## config.mk

```make
export PLATFORM = sky130hd
export DESIGN_NAME = fp32_iterative_divider
export DESIGN_NICKNAME = d
export VERILOG_FILES = /design/src/rtl/fp32_iterative_divider.sv
export SDC_FILE = /design/constraint.sdc
export NUM_CORES = 1
export LEC_CHECK = 0
export BUFFER_PORTS_ARGS = -buffer_cell sky130_fd_sc_hd__buf_2
export CAP_MARGIN = 10
export CELL_PAD_IN_SITES_DETAIL_PLACEMENT = 1
export CELL_PAD_IN_SITES_GLOBAL_PLACEMENT = 1
export CORE_AREA = 2 2 269 271
export DETAILED_ROUTE_END_ITERATION = 7
export DIE_AREA = 0 0 271 273
export MAX_ROUTING_LAYER = met4
export PLACE_DENSITY_LB_ADDON = 0.1
export SLEW_MARGIN = 25
export SYNTH_ARGS = -nofsm -noshare
export SYNTH_HDL_FRONTEND = slang
export SYNTH_SLANG_ARGS = --single-unit
```

## constraint.sdc

```tcl
create_clock -name clk_i -period 24.9 [get_ports clk_i]
set_input_delay 1.245 -clock clk_i [delete_from_list [all_inputs] [get_ports clk_i]]
set_output_delay 1.245 -clock clk_i [all_outputs]
set_load 0.05 [all_outputs]
```

## src/rtl/fp32_iterative_divider.sv

```systemverilog
// fp32_iterative_divider: multi-cycle IEEE-754 binary32 divider.
// Radix-2 restoring mantissa loop (one quotient bit per cycle), round-to-nearest-even,
// full subnormal support, canonical quiet NaN 0x7fc00000. One operation in flight.
module fp32_iterative_divider #(
  parameter int ITER_BITS = 25  // 24 significand bits + 1 guard bit
) (
  input  logic        clk_i,
  input  logic        rst_ni,
  input  logic        req_i,
  input  logic [31:0] lhs_i,
  input  logic [31:0] rhs_i,
  input  logic        flush_i,
  output logic        ready_o,
  output logic        result_valid_o,
  output logic [31:0] result_o
);

  localparam logic [31:0] QNAN = 32'h7fc00000;

  typedef enum logic [2:0] {S_IDLE, S_PREP, S_ITER, S_ROUND, S_DONE} state_e;

  typedef struct packed {
    logic signed [9:0] e;  // biased exponent, may go below 1 for normalized subnormals
    logic [23:0]       m;  // significand in [1,2) with the hidden bit at [23]
  } unp_t;

  // Leading-zero count of a 24-bit vector (24 when the vector is zero).
  function automatic logic [4:0] clz24(input logic [23:0] v);
    logic [4:0] n;
    logic       found;
    n     = 5'd0;
    found = 1'b0;
    for (int i = 23; i >= 0; i--) begin
      if (!found) begin
        if (v[i]) found = 1'b1;
        else      n = n + 5'd1;
      end
    end
    return n;
  endfunction

  // Split an operand into a normalized significand and signed exponent.
  function automatic unp_t unpack(input logic [31:0] x);
    unp_t       u;
    logic [4:0] lz;
    lz = clz24({1'b0, x[22:0]});
    if (x[30:23] != 8'd0) begin
      u.m = {1'b1, x[22:0]};
      u.e = $signed({2'b00, x[30:23]});
    end else begin
      u.m = {1'b0, x[22:0]} << lz;
      u.e = 10'sd1 - $signed({5'd0, lz});
    end
    return u;
  endfunction

  state_e                 state_q, state_d;
  logic [31:0]            a_q, a_d, b_q, b_d;
  logic                   sign_q, sign_d;
  logic signed [9:0]      exp_q, exp_d;
  logic [23:0]            div_q, div_d;
  logic [25:0]            rem_q, rem_d;
  logic [ITER_BITS-1:0]   quo_q, quo_d;
  logic [4:0]             cnt_q, cnt_d;
  logic [31:0]            res_q, res_d;
  logic [31:0]            result_q, result_d;
  logic                   result_valid_q, result_valid_d;

  // Operand classification and special-case result, decoded from the captured operands.
  logic        a_nan, b_nan, a_inf, b_inf, a_zero, b_zero, op_sign;
  logic        spec_hit;
  logic [31:0] spec_res;

  // Resolve special operand combinations in priority order.
  always_comb begin
    a_nan    = (a_q[30:23] == 8'hff) && (a_q[22:0] != 23'd0);
    b_nan    = (b_q[30:23] == 8'hff) && (b_q[22:0] != 23'd0);
    a_inf    = (a_q[30:23] == 8'hff) && (a_q[22:0] == 23'd0);
    b_inf    = (b_q[30:23] == 8'hff) && (b_q[22:0] == 23'd0);
    a_zero   = (a_q[30:0] == 31'd0);
    b_zero   = (b_q[30:0] == 31'd0);
    op_sign  = a_q[31] ^ b_q[31];
    spec_hit = 1'b1;
    spec_res = QNAN;
    if (a_nan || b_nan)        spec_res = QNAN;
    else if (a_inf && b_inf)   spec_res = QNAN;
    else if (a_zero && b_zero) spec_res = QNAN;
    else if (a_inf)            spec_res = {op_sign, 8'hff, 23'd0};
    else if (b_zero)           spec_res = {op_sign, 8'hff, 23'd0};
    else if (a_zero)           spec_res = {op_sign, 31'd0};
    else if (b_inf)            spec_res = {op_sign, 31'd0};
    else                       spec_hit = 1'b0;
  end

  // Significand alignment so the quotient lands in [1,2), plus the result exponent.
  unp_t              ua, ub;
  logic [24:0]       ma_al;
  logic signed [9:0] ea_al, exp_new;

  // Normalize both operands and pre-shift the dividend when it is the smaller significand.
  always_comb begin
    ua = unpack(a_q);
    ub = unpack(b_q);
    if (ua.m < ub.m) begin
      ma_al = {ua.m, 1'b0};
      ea_al = ua.e - 10'sd1;
    end else begin
      ma_al = {1'b0, ua.m};
      ea_al = ua.e;
    end
    exp_new = ea_al - ub.e + 10'sd127;
  end

  // One restoring-division step: trial subtract, keep or restore, shift.
  logic [26:0] trial;
  logic        qbit;
  logic [25:0] rem_keep;

  always_comb begin
    trial    = {1'b0, rem_q} - {3'b000, div_q};
    qbit     = ~trial[26];
    rem_keep = qbit ? trial[25:0] : rem_q;
  end

  // Overflow, denormalization and round-to-nearest-even of the finished quotient.
  logic signed [9:0] sh;
  logic [23:0]       qs;
  logic              lost, guard, sticky_all, inc;
  logic [30:0]       base;
  logic [31:0]       round_res;

  always_comb begin
    sh         = 10'sd1 - exp_q;
    qs         = '0;
    lost       = 1'b0;
    guard      = 1'b0;
    sticky_all = |rem_q;
    base       = '0;
    inc        = 1'b0;
    if (exp_q >= 10'sd255) begin
      round_res = {sign_q, 8'hff, 23'd0};
    end else begin
      if (exp_q <= 10'sd0) begin
        // Result is subnormal: move the quotient down to the 2^-149 grid.
        if (sh >= 10'sd25) begin
          qs   = '0;
          lost = |quo_q;
        end else begin
          qs   = 24'(quo_q >> sh[4:0]);
          lost = |(quo_q & ~({ITER_BITS{1'b1}} << sh[4:0]));
        end
        base       = {8'd0, qs[23:1]};
        guard      = qs[0];
        sticky_all = (|rem_q) | lost;
      end else begin
        base  = {exp_q[7:0], quo_q[23:1]};
        guard = quo_q[0];
      end
      // A carry out of the mantissa field bumps the exponent field for free.
      inc       = guard & (base[0] | sticky_all);
      round_res = {sign_q, base + 31'(inc)};
    end
  end

  // Next-state logic; flush overrides everything and returns to IDLE.
  always_comb begin
    state_d = state_q;
    if (flush_i) begin
      state_d = S_IDLE;
    end else begin
      case (state_q)
        S_IDLE:  if (req_i) state_d = S_PREP;
        S_PREP:  state_d = spec_hit ? S_DONE : S_ITER;
        S_ITER:  if (cnt_q == 5'(ITER_BITS - 1)) state_d = S_ROUND;
        S_ROUND: state_d = S_DONE;
        S_DONE:  state_d = S_IDLE;
        default: state_d = S_IDLE;
      endcase
    end
  end

  // Datapath next-state: capture, prep, iterate, round, publish.
  always_comb begin
    a_d            = a_q;
    b_d            = b_q;
    sign_d         = sign_q;
    exp_d          = exp_q;
    div_d          = div_q;
    rem_d          = rem_q;
    quo_d          = quo_q;
    cnt_d          = cnt_q;
    res_d          = res_q;
    result_d       = result_q;
    result_valid_d = 1'b0;
    case (state_q)
      S_IDLE: begin
        if (req_i && !flush_i) begin
          a_d = lhs_i;
          b_d = rhs_i;
        end
      end
      S_PREP: begin
        sign_d = op_sign;
        if (spec_hit) begin
          res_d = spec_res;
        end else begin
          exp_d = exp_new;
          rem_d = {1'b0, ma_al};
          div_d = ub.m;
          quo_d = '0;
          cnt_d = '0;
        end
      end
      S_ITER: begin
        rem_d = rem_keep << 1;
        quo_d = {quo_q[ITER_BITS-2:0], qbit};
        cnt_d = cnt_q + 5'd1;
      end
      S_ROUND: begin
        res_d = round_res;
      end
      S_DONE: begin
        if (!flush_i) begin
          result_d       = res_q;
          result_valid_d = 1'b1;
        end
      end
      default: ;
    endcase
  end

  // State and datapath registers with asynchronous active-low reset.
  always_ff @(posedge clk_i or negedge rst_ni) begin
    if (!rst_ni) begin
      state_q        <= S_IDLE;
      a_q            <= '0;
      b_q            <= '0;
      sign_q         <= 1'b0;
      exp_q          <= '0;
      div_q          <= '0;
      rem_q          <= '0;
      quo_q          <= '0;
      cnt_q          <= '0;
      res_q          <= '0;
      result_q       <= '0;
      result_valid_q <= 1'b0;
    end else begin
      state_q        <= state_d;
      a_q            <= a_d;
      b_q            <= b_d;
      sign_q         <= sign_d;
      exp_q          <= exp_d;
      div_q          <= div_d;
      rem_q          <= rem_d;
      quo_q          <= quo_d;
      cnt_q          <= cnt_d;
      res_q          <= res_d;
      result_q       <= result_d;
      result_valid_q <= result_valid_d;
    end
  end

  assign ready_o        = (state_q == S_IDLE);
  assign result_valid_o = result_valid_q;
  assign result_o       = result_q;

endmodule

```

==> results of run 1 <==
-- cell usage after synthesis, types with 14 or more instances --
library cell / instances
a22oi_1: 31
nor2b_1: 38
mux4_2: 22
and2_1: 22
o21ai_0: 228
and3_1: 14
mux2i_1: 148
buf_1: 15
nand3_1: 50
nor2_1: 214
nor4_1: 30
ha_1: 112
inv_1: 96
a31oi_1: 24
clkbuf_1: 142
nor3_1: 46
mux2_2: 116
nand2b_1: 32
xor2_1: 39
xnor2_1: 81
dfrtp_1: 223
a211oi_1: 29
a21o_1: 28
or3_1: 24
nand2_1: 349
a21oi_1: 126
nand4_1: 29
o31ai_1: 21
-- power groups by stage --
| stage | logic [mW] | registers [mW] | clock network [mW] |
|---|---|---|---|
| finish | 1.47 | 0.575 | 0.476 |
| global route | 1.64 | 0.593 | 0.507 |
| CTS | 1.47 | 0.576 | 0.496 |
| detailed placement | 1.46 | 0.582 | 0 |
| global placement | 1.43 | 0.578 | 0 |
| floorplan | 1.11 | 0.504 | 0 |
-- stage by stage --
| step | std cells | util [%] |
|---|---|---|
| finish | 3560 | 33.4 |
| global placement | 3505 | 31.8 |
| detailed placement | 3505 | 31.8 |
| floorplan | 2583 | - |
| CTS | 3558 | 33.3 |
| global route | 3560 | 33.4 |
-- cells by family after synthesis --
logic type      Yosys count  synth area share (%)
mux                     287                  15.6
flops                   223                  26.4
compound gates          635                  19.0
xor+xnor                132                  6.20
buf+inv                 266                  4.88
fa+ha+maj               124                  7.29
simple gates            916                  20.7
-- sequential cells by signal, indices dropped and copies added (netlist names), 3 cells and up --
signal,cells
exp_q,10
result_o,32
b_q,32
div_q,24
quo_q,25
state_q,3
res_q,32
rem_q,26
cnt_q,5
a_q,32
-- critical path, delay by kind of cell, from the launching register on --
kind,cells,cell delay [ps]
adders and majority gates,23,7030
AOI/OAI and AO/OA,34,6530
and+or+nand+nor,22,3400
muxes,13,2460
xor gates and xnor gates,4,970
DFF,1,570
buffers and inverters,2,220
-- path summary, 6_finish.rpt --
check	startpoint	endpoint
worst max-delay path	b_q[19]	exp_q[9]
worst min-delay path	res_q[5]	res_q[5]
worst max register to register	b_q[19]	exp_q[9]
worst min register to register	res_q[5]	res_q[5]
max in group asynchronous	rst_ni	a_q[12]
min in group asynchronous	rst_ni	rem_q[23]
-- metal layers --
| metal | vias up | GRT usage [%] | wire length (um) |
|---|---|---|---|
| li1 | 9343 | - | - |
| met1 | 9827 | 28.5 | 37000 |
| met2 | 253 | 34.1 | 35400 |
| met3 | 50 | 1.55 | 1920 |
| met4 | 0 | 3.66 | 1070 |
| met5 | - | - | 0 |
-- cell type report --
cell class,instances,area share [%]
Clock inverter,17,1.11
Sequential cell,223,23.5
Multi-Input combinational cell,2094,61.7
Clock buffer,36,3.46
Inverter,99,1.57
Timing Repair Buffer,141,3.61
Tap cell,950,5.01
==> reports/results.ini, run 1 <==
[yosys]
netlist_area_um2 = 21200
synth.avg_cell_area_um2 = 8.19
synth_enable_flop_cells = 0
synth_top_area_share_pct = 26.4
ys_types = 95
netlist_instances = 2583
yosys.area.top_type = dfrtp_1
seq_area_frac_synth_pct = 26.4
synth_nets = 2765
synth-main-ff-cell = dfrtp_1
yosysWarnings = 0
async_flop_share_pct = 100
netlist_top_cells_area = dfrtp_1 26%, mux2i_1 7.0%, ha_1 6.6%
ys_seq_elements = 223

[clocking]
ctsHtreeMaxLevel = 1
clk_pin_slew_ps = 60
post_cts_buffers = 0
root_buffer = clkbuf_16
cts_max_path_buffers = 3
cts_hold_buf = 0
worstSkewPairLatency_ps = 610
cts_tree = built
clkSinkCount = 223
cts_made_buffers = 29
cts_resized = 0

[global_route]
grt_usage_pct = 20.9
grt_overflow = 0
grt_pass1_wl_mm = 120
grt_pass1_vias = 20191
antenna_found_initial = 0
grt_max_degree = 111

[final_layout]
final_area_um2 = 23700
multi_input_area_um2 = 14700
regArea_um2 = 5580
final_common_cell = nand2_1
antenna_cells = 0
n_fill_cell = 8438
areaGrowthSynthToFinish_pct = 12.2
fin_nets = 2770
final_cell_mix = 347 x nand2_1, 225 x o21ai_0, 223 x dfrtp_1
drive_gt1_share_pct = 15.1

[critical_path]
rrSetupSlack_ps = 3540
arrival_ps = 21830
max_stage_delay_ps = 740
worstPathRequired_ps = 25370
start_kind = register
worst_path_most_repeated_cell = ha_1
end_kind = register
crit_slowest_cell = a221o_2
critical_path_class = register to register
worst-path-max-fanout = 39
reg2reg_depth = 98

[power]
switching_share_pct = 47.8
total_power_mw = 2.52
power_frac_seq_pct = 22.8
power_switching_mw = 1.20
leakage_nw = 10.1
power_density_nw_per_um2 = 106
pwr-share-clk_pct = 18.9
p_int_mw = 1.31
p_comb_share_pct = 58.3
ir_drop_mv = 0.0590

[route]
num_vias = 19473
first_pass_iters = 5
initialDrtViolationCount = 1289
wl_per_cell_um = 21.2
vias_per_cell = 5.47
wl_mm = 75.4
ant_nets = 0
drc = 0

[placed_design]
portBuffers = 101
dp_hpwl_mm = 57.4
finalWeightedCongestion = 0.878
placed_cell_area_um2 = 22600
dp_slack_ps = 3740

[worst_hold_path]
min_path_type = register to register
hold-path-cell-count = 2

[timing]
post-route-period-util_pct = 85.8
worst_slack_ps = 3540
worstMarginPinSlew_ps = 994
fin_skew_ps = 38.4
finalSetupViolCount = 0
maxSlewViolCount = 0
max_slew_margin_pct = 33.3
holdWs_ps = 472
tns_ps = 0
grt_setup_unrepaired = no
period_needed_ps = 21360
hold_viol = 0
fmax_mhz = 46.8

[die]
start_util_pct = 29.8
io_pins = 102
coreArea_um2 = 71000
rows = 98
die_area_um2 = 74000
die_x_um = 271
fp.dieH_um = 273

[outcome]
outcome = completed

[flow_run]
drv_cap = 0

(Power assumes the default switching activity.)
==> inputs of run 2 (changes only) <==
- clock period: 24.9 -> 21.5 ns (I/O delays scaled with it)
==> run 2 against run 1 <==
Net effect: fmax is 5.5% higher; combinational power is 16% higher; critical path type unchanged; clock skew is 16 ps lower; core utilization hardly changed; highest routed layer unchanged; power is 15% higher; hold slack hardly changed; setup slack worse by 2300 ps; critical endpoint unchanged; wire length hardly changed; register-to-register slack worse by 2300 ps; flip-flop and latch count stayed put; sequential power is 16% higher.
==> reports/results.ini, run 2 (synthesis results as in run 1) <==
[timing]
maxSlewViolCount = 0  ; unchanged
post-route-period-util_pct = 94.2  ; +8.4 points
worst_slack_ps = 1250  ; -2290 ps
worstMarginPinSlew_ps = 955  ; -39.0 ps
fin_skew_ps = 22.7  ; -15.6 ps
hold_viol = 0  ; unchanged
period_needed_ps = 20250  ; -1110 ps
max_slew_margin_pct = 35.7  ; +2.4 points
fmax_mhz = 49.4  ; +5.5%
finalSetupViolCount = 0  ; unchanged

[die]
io_pins = 102  ; unchanged
die_x_um = 271  ; unchanged
die_area_um2 = 74000  ; unchanged
start_util_pct = 29.8  ; unchanged
fp.dieH_um = 273  ; unchanged
coreArea_um2 = 71000  ; unchanged
rows = 98  ; unchanged

[global_route]
grt_max_degree = 102  ; -8.1%
grt_pass1_wl_mm = 120  ; -0.61%
grt_usage_pct = 20.7  ; -0.13 points
grt_pass1_vias = 20262  ; +0.35%
antenna_found_initial = 0  ; unchanged
grt_overflow = 0  ; unchanged

[critical_path]
worst-path-max-fanout = 10  ; -74%
worstPathRequired_ps = 21960  ; -3410 ps
start_kind = register
end_kind = register
critical_path_class = register to register
max_stage_delay_ps = 540  ; -200 ps
crit_slowest_cell = xor3_2
arrival_ps = 20710  ; -1120 ps
worst_path_most_repeated_cell = ha_1

[route]
wl_met3_mm = 2.27  ; +18%
wl_per_cell_um = 21.1  ; -0.29%
num_vias = 19315  ; -0.81%
vias_per_cell = 5.41  ; -1.1%
met2_length_mm = 34.6  ; -2.3%
dr.max_layer_used = met4
ant_nets = 0  ; unchanged
wl_mm = 75.4  ; about the same
initialDrtViolationCount = 1166  ; -9.5%
drt-met1-wl_mm = 36.3  ; -1.7%
drc = 0  ; unchanged
first_pass_iters = 7  ; +2

[final_layout]
n_fill_cell = 8412  ; -0.31%
areaGrowthSynthToFinish_pct = 12.3  ; about the same
final_common_cell = nand2_1
drive_gt1_share_pct = 15.6  ; +0.56 points
final_cell_mix = 346 x nand2_1, 224 x o21ai_0, 221 x dfrtp_1
final_cell_count_no_fill = 3570  ; +0.28%
final_area_um2 = 23700  ; about the same
fin_nets = 2778  ; +0.29%

[placed_design]
portBuffers = 101  ; unchanged
placedCellCount = 3507  ; +0.057%
dp_hpwl_mm = 57.5  ; +0.28%
placed_cell_area_um2 = 22600  ; +0.11%
dp_slack_ps = 159  ; -3580 ps
finalWeightedCongestion = 0.876  ; -0.17%

[clocking]
cts_hold_buf = 0  ; unchanged
clk_pin_slew_ps = 60  ; about the same
root_buffer = clkbuf_16
worstSkewPairLatency_ps = 610  ; about the same
cts_made_buffers = 29  ; unchanged
cts_max_path_buffers = 3  ; unchanged
ctsHtreeMaxLevel = 1  ; unchanged
cts_tree = built
clkSinkCount = 223  ; unchanged

[outcome]
outcome = completed

[worst_hold_path]
min_path_type = register to register

[power]
power_density_nw_per_um2 = 122  ; +15%
leakage_nw = 10.1  ; +0.20%
ir_drop_mv = 0.0712  ; +21%
total_power_mw = 2.89  ; +15%

[flow_run]
drv_cap = 0  ; unchanged

==> run 2: critical path, delay by kind of cell (launching register included) <==
family,cells,cell delay [ps]
xor gates and xnor gates,4,990
muxes,13,2600
AOI/OAI and AO/OA,33,5050
DFF,1,470
and+or+nand+nor,23,3310
buffers and inverters,4,490
adders and majority gates,23,7190
==> run 2: worst paths after layout <==
kind	from	to	cells after the start	slack (ps)
max in group asynchronous	rst_ni	res_q[18]	2	19610
worst min register to register	res_q[26]	res_q[26]	2	470
worst max register to register	b_q[20]	exp_q[9]	100	1250
min in group asynchronous	rst_ni	rem_q[16]	1	510
worst min-delay path	res_q[26]	res_q[26]	2	470
worst max-delay path	b_q[20]	exp_q[9]	100	1250
==> run 2: area by class of cell <==
cell class	count	area, um^2	area share (%)
clock buffer	38	790	3.32
tap	950	1190	5.01
inverter	99	372	1.56
clock inverter	16	201	0.848
sequential	223	5580	23.5
antenna	1	2.50	0.0105
timing repair buffer	147	865	3.64
multi-input combinational	2096	14700	62.1
==> run 2: report_power, final <==
| part | internal (mW) | switching [mW] | total (mW) |
|---|---|---|---|
| sequential | 0.511 | 0.154 | 0.665 |
| combinational | 0.674 | 1.04 | 1.71 |
| clock | 0.307 | 0.206 | 0.512 |
==> run 2: repair_timing <==
item | CTS | global route
resized for setup | 0 | 19
buffers inserted | 0 | 6
setup endpoints to repair | 0 | 7
==> run 2: stage by stage <==
step           TNS, ps  hold slack [ps]  utilization (%)
6_report             0              473             33.4
5_1_grt          -20.9              514             33.4
4_1_cts              0              479             33.2
3_5_place_dp         0              465             31.8
3_3_place_gp         0              454             31.8
2_1_floorplan        0              433                -
==> run 2: per-layer routing <==
metal	track usage, %	vias to the layer above
li1	-	9365
met1	27.7	9589
met2	33.1	283
met3	2.19	78
met4	5.96	0
met5	-	-
==> inputs of run 3 (changes only) <==
- MAX_ROUTING_LAYER: met4 -> unset
- clock period: 21.5 -> 20.8 ns (I/O delays scaled with it)
==> run 3 against run 2 <==
Net effect: sequential share of layout area down 0.091 points; power up 3.7%; cell area is 0.39% higher; clock power grew 5.1%; via count rose by 0.74%; setup slack worse by 37 ps; non-clock buffer count up 6; wire length is 0.30% higher; register-to-register slack got worse by 40 ps; fmax increased by 3.4%; critical path type unchanged; largest cell class unchanged; largest power group unchanged.
==> reports/results.ini, run 3 (synthesis results as in run 1) <==
[worst_hold_path]
min_path_type = primary input to asynchronous set/reset pin

[critical_path]
start_kind = register
arrival_ps = 20080  ; -630 ps
worst-path-max-fanout = 9  ; -1
crit_path_start = b_q[20]
critical_path_class = register to register
crit_slowest_cell = xor3_2
worstPathRequired_ps = 21290  ; -670 ps
rrSetupSlack_ps = 1210  ; -40 ps
max_stage_delay_ps = 530  ; about the same
reg2reg_from = b_q[20]
worst_path_most_repeated_cell = ha_1
end_kind = register

[die]
die_x_um = 271  ; unchanged
coreArea_um2 = 71000  ; unchanged
fp.dieH_um = 273  ; unchanged
start_util_pct = 29.8  ; unchanged
rows = 98  ; unchanged
io_pins = 102  ; unchanged
die_area_um2 = 74000  ; unchanged

[timing]
max_slew_margin_pct = 29.0  ; -6.7 points
fin_skew_ps = 21.3  ; -1.47 ps
post-route-period-util_pct = 94.2  ; about the same
maxSlewViolCount = 0  ; unchanged
finalSetupViolCount = 0  ; unchanged
period_needed_ps = 19590  ; -663 ps
holdWs_ps = 354  ; -118 ps
fmax_mhz = 51.1  ; +3.4%
tns_ps = 0  ; unchanged
worstMarginPinSlew_ps = 1060  ; +103 ps
hold_viol = 0  ; unchanged

[final_layout]
fin_nets = 2784  ; +0.22%
n_fill_cell = 8412  ; unchanged
final_core_util_pct = 33.6  ; +0.13 points
final_cell_mix = 347 x nand2_1, 221 x o21ai_0, 221 x dfrtp_1
drive_gt1_share_pct = 16.2  ; +0.60 points
areaGrowthSynthToFinish_pct = 12.7
final_common_cell = nand2_1
multi_input_area_um2 = 14700  ; -0.14%
regArea_um2 = 5580  ; unchanged

[route]
ant_nets = 0  ; unchanged
initialDrtViolationCount = 1259  ; +8.0%
wl_mm = 75.6  ; +0.30%
vias_per_cell = 5.44  ; +0.51%
num_vias = 19457  ; +0.74%
first_pass_iters = 5  ; -2
wl_per_cell_um = 21.1  ; about the same
drc = 0  ; unchanged

[power]
power_density_nw_per_um2 = 126  ; +3.3%
ir_drop_mv = 0.0776  ; +8.9%
leakage_nw = 10.1  ; +0.33%

[clocking]
cts_made_buffers = 31  ; +6.9%
clkSinkCount = 223  ; unchanged
root_buffer = clkbuf_16
cts_tree = built
ctsHtreeMaxLevel = 1  ; unchanged
cts_hold_buf = 0  ; unchanged
clk_pin_slew_ps = 60  ; about the same
cts_max_path_buffers = 3  ; unchanged
worstSkewPairLatency_ps = 610  ; about the same

[flow_run]
drv_cap = 0  ; unchanged

[global_route]
grt_overflow = 0  ; unchanged
antenna_found_initial = 0  ; unchanged
grt_pass1_wl_mm = 121  ; +0.87%
grt_pass1_vias = 20331  ; +0.34%
grt_usage_pct = 20.2  ; -0.51 points
grt_max_degree = 114  ; +12%

[placed_design]
dp_hpwl_mm = 57.4  ; -0.21%
portBuffers = 101  ; unchanged
finalWeightedCongestion = 0.888  ; +1.4%

[outcome]
outcome = completed

[run 3: changes by cell type in the layout (fill, tap and decap cells not counted), moves of 2 or more]
cell	before	now
o31ai_2	2	0
bufinv_16	4	1
ha_1	112	110
o31ai_1	19	21
clkinvlp_4	1	6
buf_4	45	51
ha_4	0	2
inv_6	1	3
o21ai_1	7	9
clkbuf_1	6	0
clkbuf_16	29	31
o21ai_0	224	221
clkbuf_8	3	7
[run 3: timing repair]
action	4_1_cts	5_1_grt
gates resized for setup	0	27
buffers inserted	0	7
setup endpoints to repair	0	8
[run 3: layer usage]
layer | global-route usage, % | share of wire, % | up-vias
met2 | 34.0 | 47 | 256
met5 | 0 | 0 | -
li1 | - | - | 9349
met4 | 3.82 | 1.6 | 0
met1 | 28.2 | 48 | 9789
met3 | 1.99 | 3.2 | 63
[run 3: per-stage QoR]
| stage | setup WS [ps] | instance area (um^2) | power, mW | std cells |
|---|---|---|---|---|
| after floorplan | 1890 | 21200 | 1.93 | 2583 |
| after global placement | 861 | 22600 | 2.41 | 3511 |
| after detailed placement | 43.9 | 22600 | 2.44 | 3511 |
| after CTS | 7.82 | 23700 | 3.01 | 3569 |
| after global routing | -5.58 | 23800 | 3.27 | 3577 |
| final | 1210 | 23800 | 3.00 | 3578 |
[run 3: where the power goes]
group | switching [mW] | internal, mW | leakage [nW]
clock network | 0.226 | 0.312 | 0.506
logic | 1.07 | 0.701 | 6.78
registers | 0.160 | 0.528 | 2.85
[run 3: worst max-delay path, delay by kind of cell (launching register included)]
family	cells	cell delay, ps
flops	1	460
simple gates	23	3230
mux	13	2360
buf+inv	4	470
compound gates	33	5100
xor+xnor	4	980
fa+ha+maj	23	6900
[run 3: final timing paths]
path | to | cells after the start
max | exp_q[9] | 100
min | quo_q[5] | 1
max reg2reg | exp_q[9] | 100
min reg2reg | res_q[17] | 2
max in group asynchronous | result_o[26] | 3
min in group clk_i | res_q[17] | 2
[run 3: final cells by class]
type | instances | share of cell area (%)
Inverter | 99 | 1.56
Timing Repair Buffer | 153 | 3.88
Antenna cell | 1 | 0.0105
Clock buffer | 38 | 3.66
Sequential cell | 223 | 23.4
Multi-Input combinational cell | 2094 | 61.8
Clock inverter | 20 | 0.714
Tap cell | 950 | 4.99
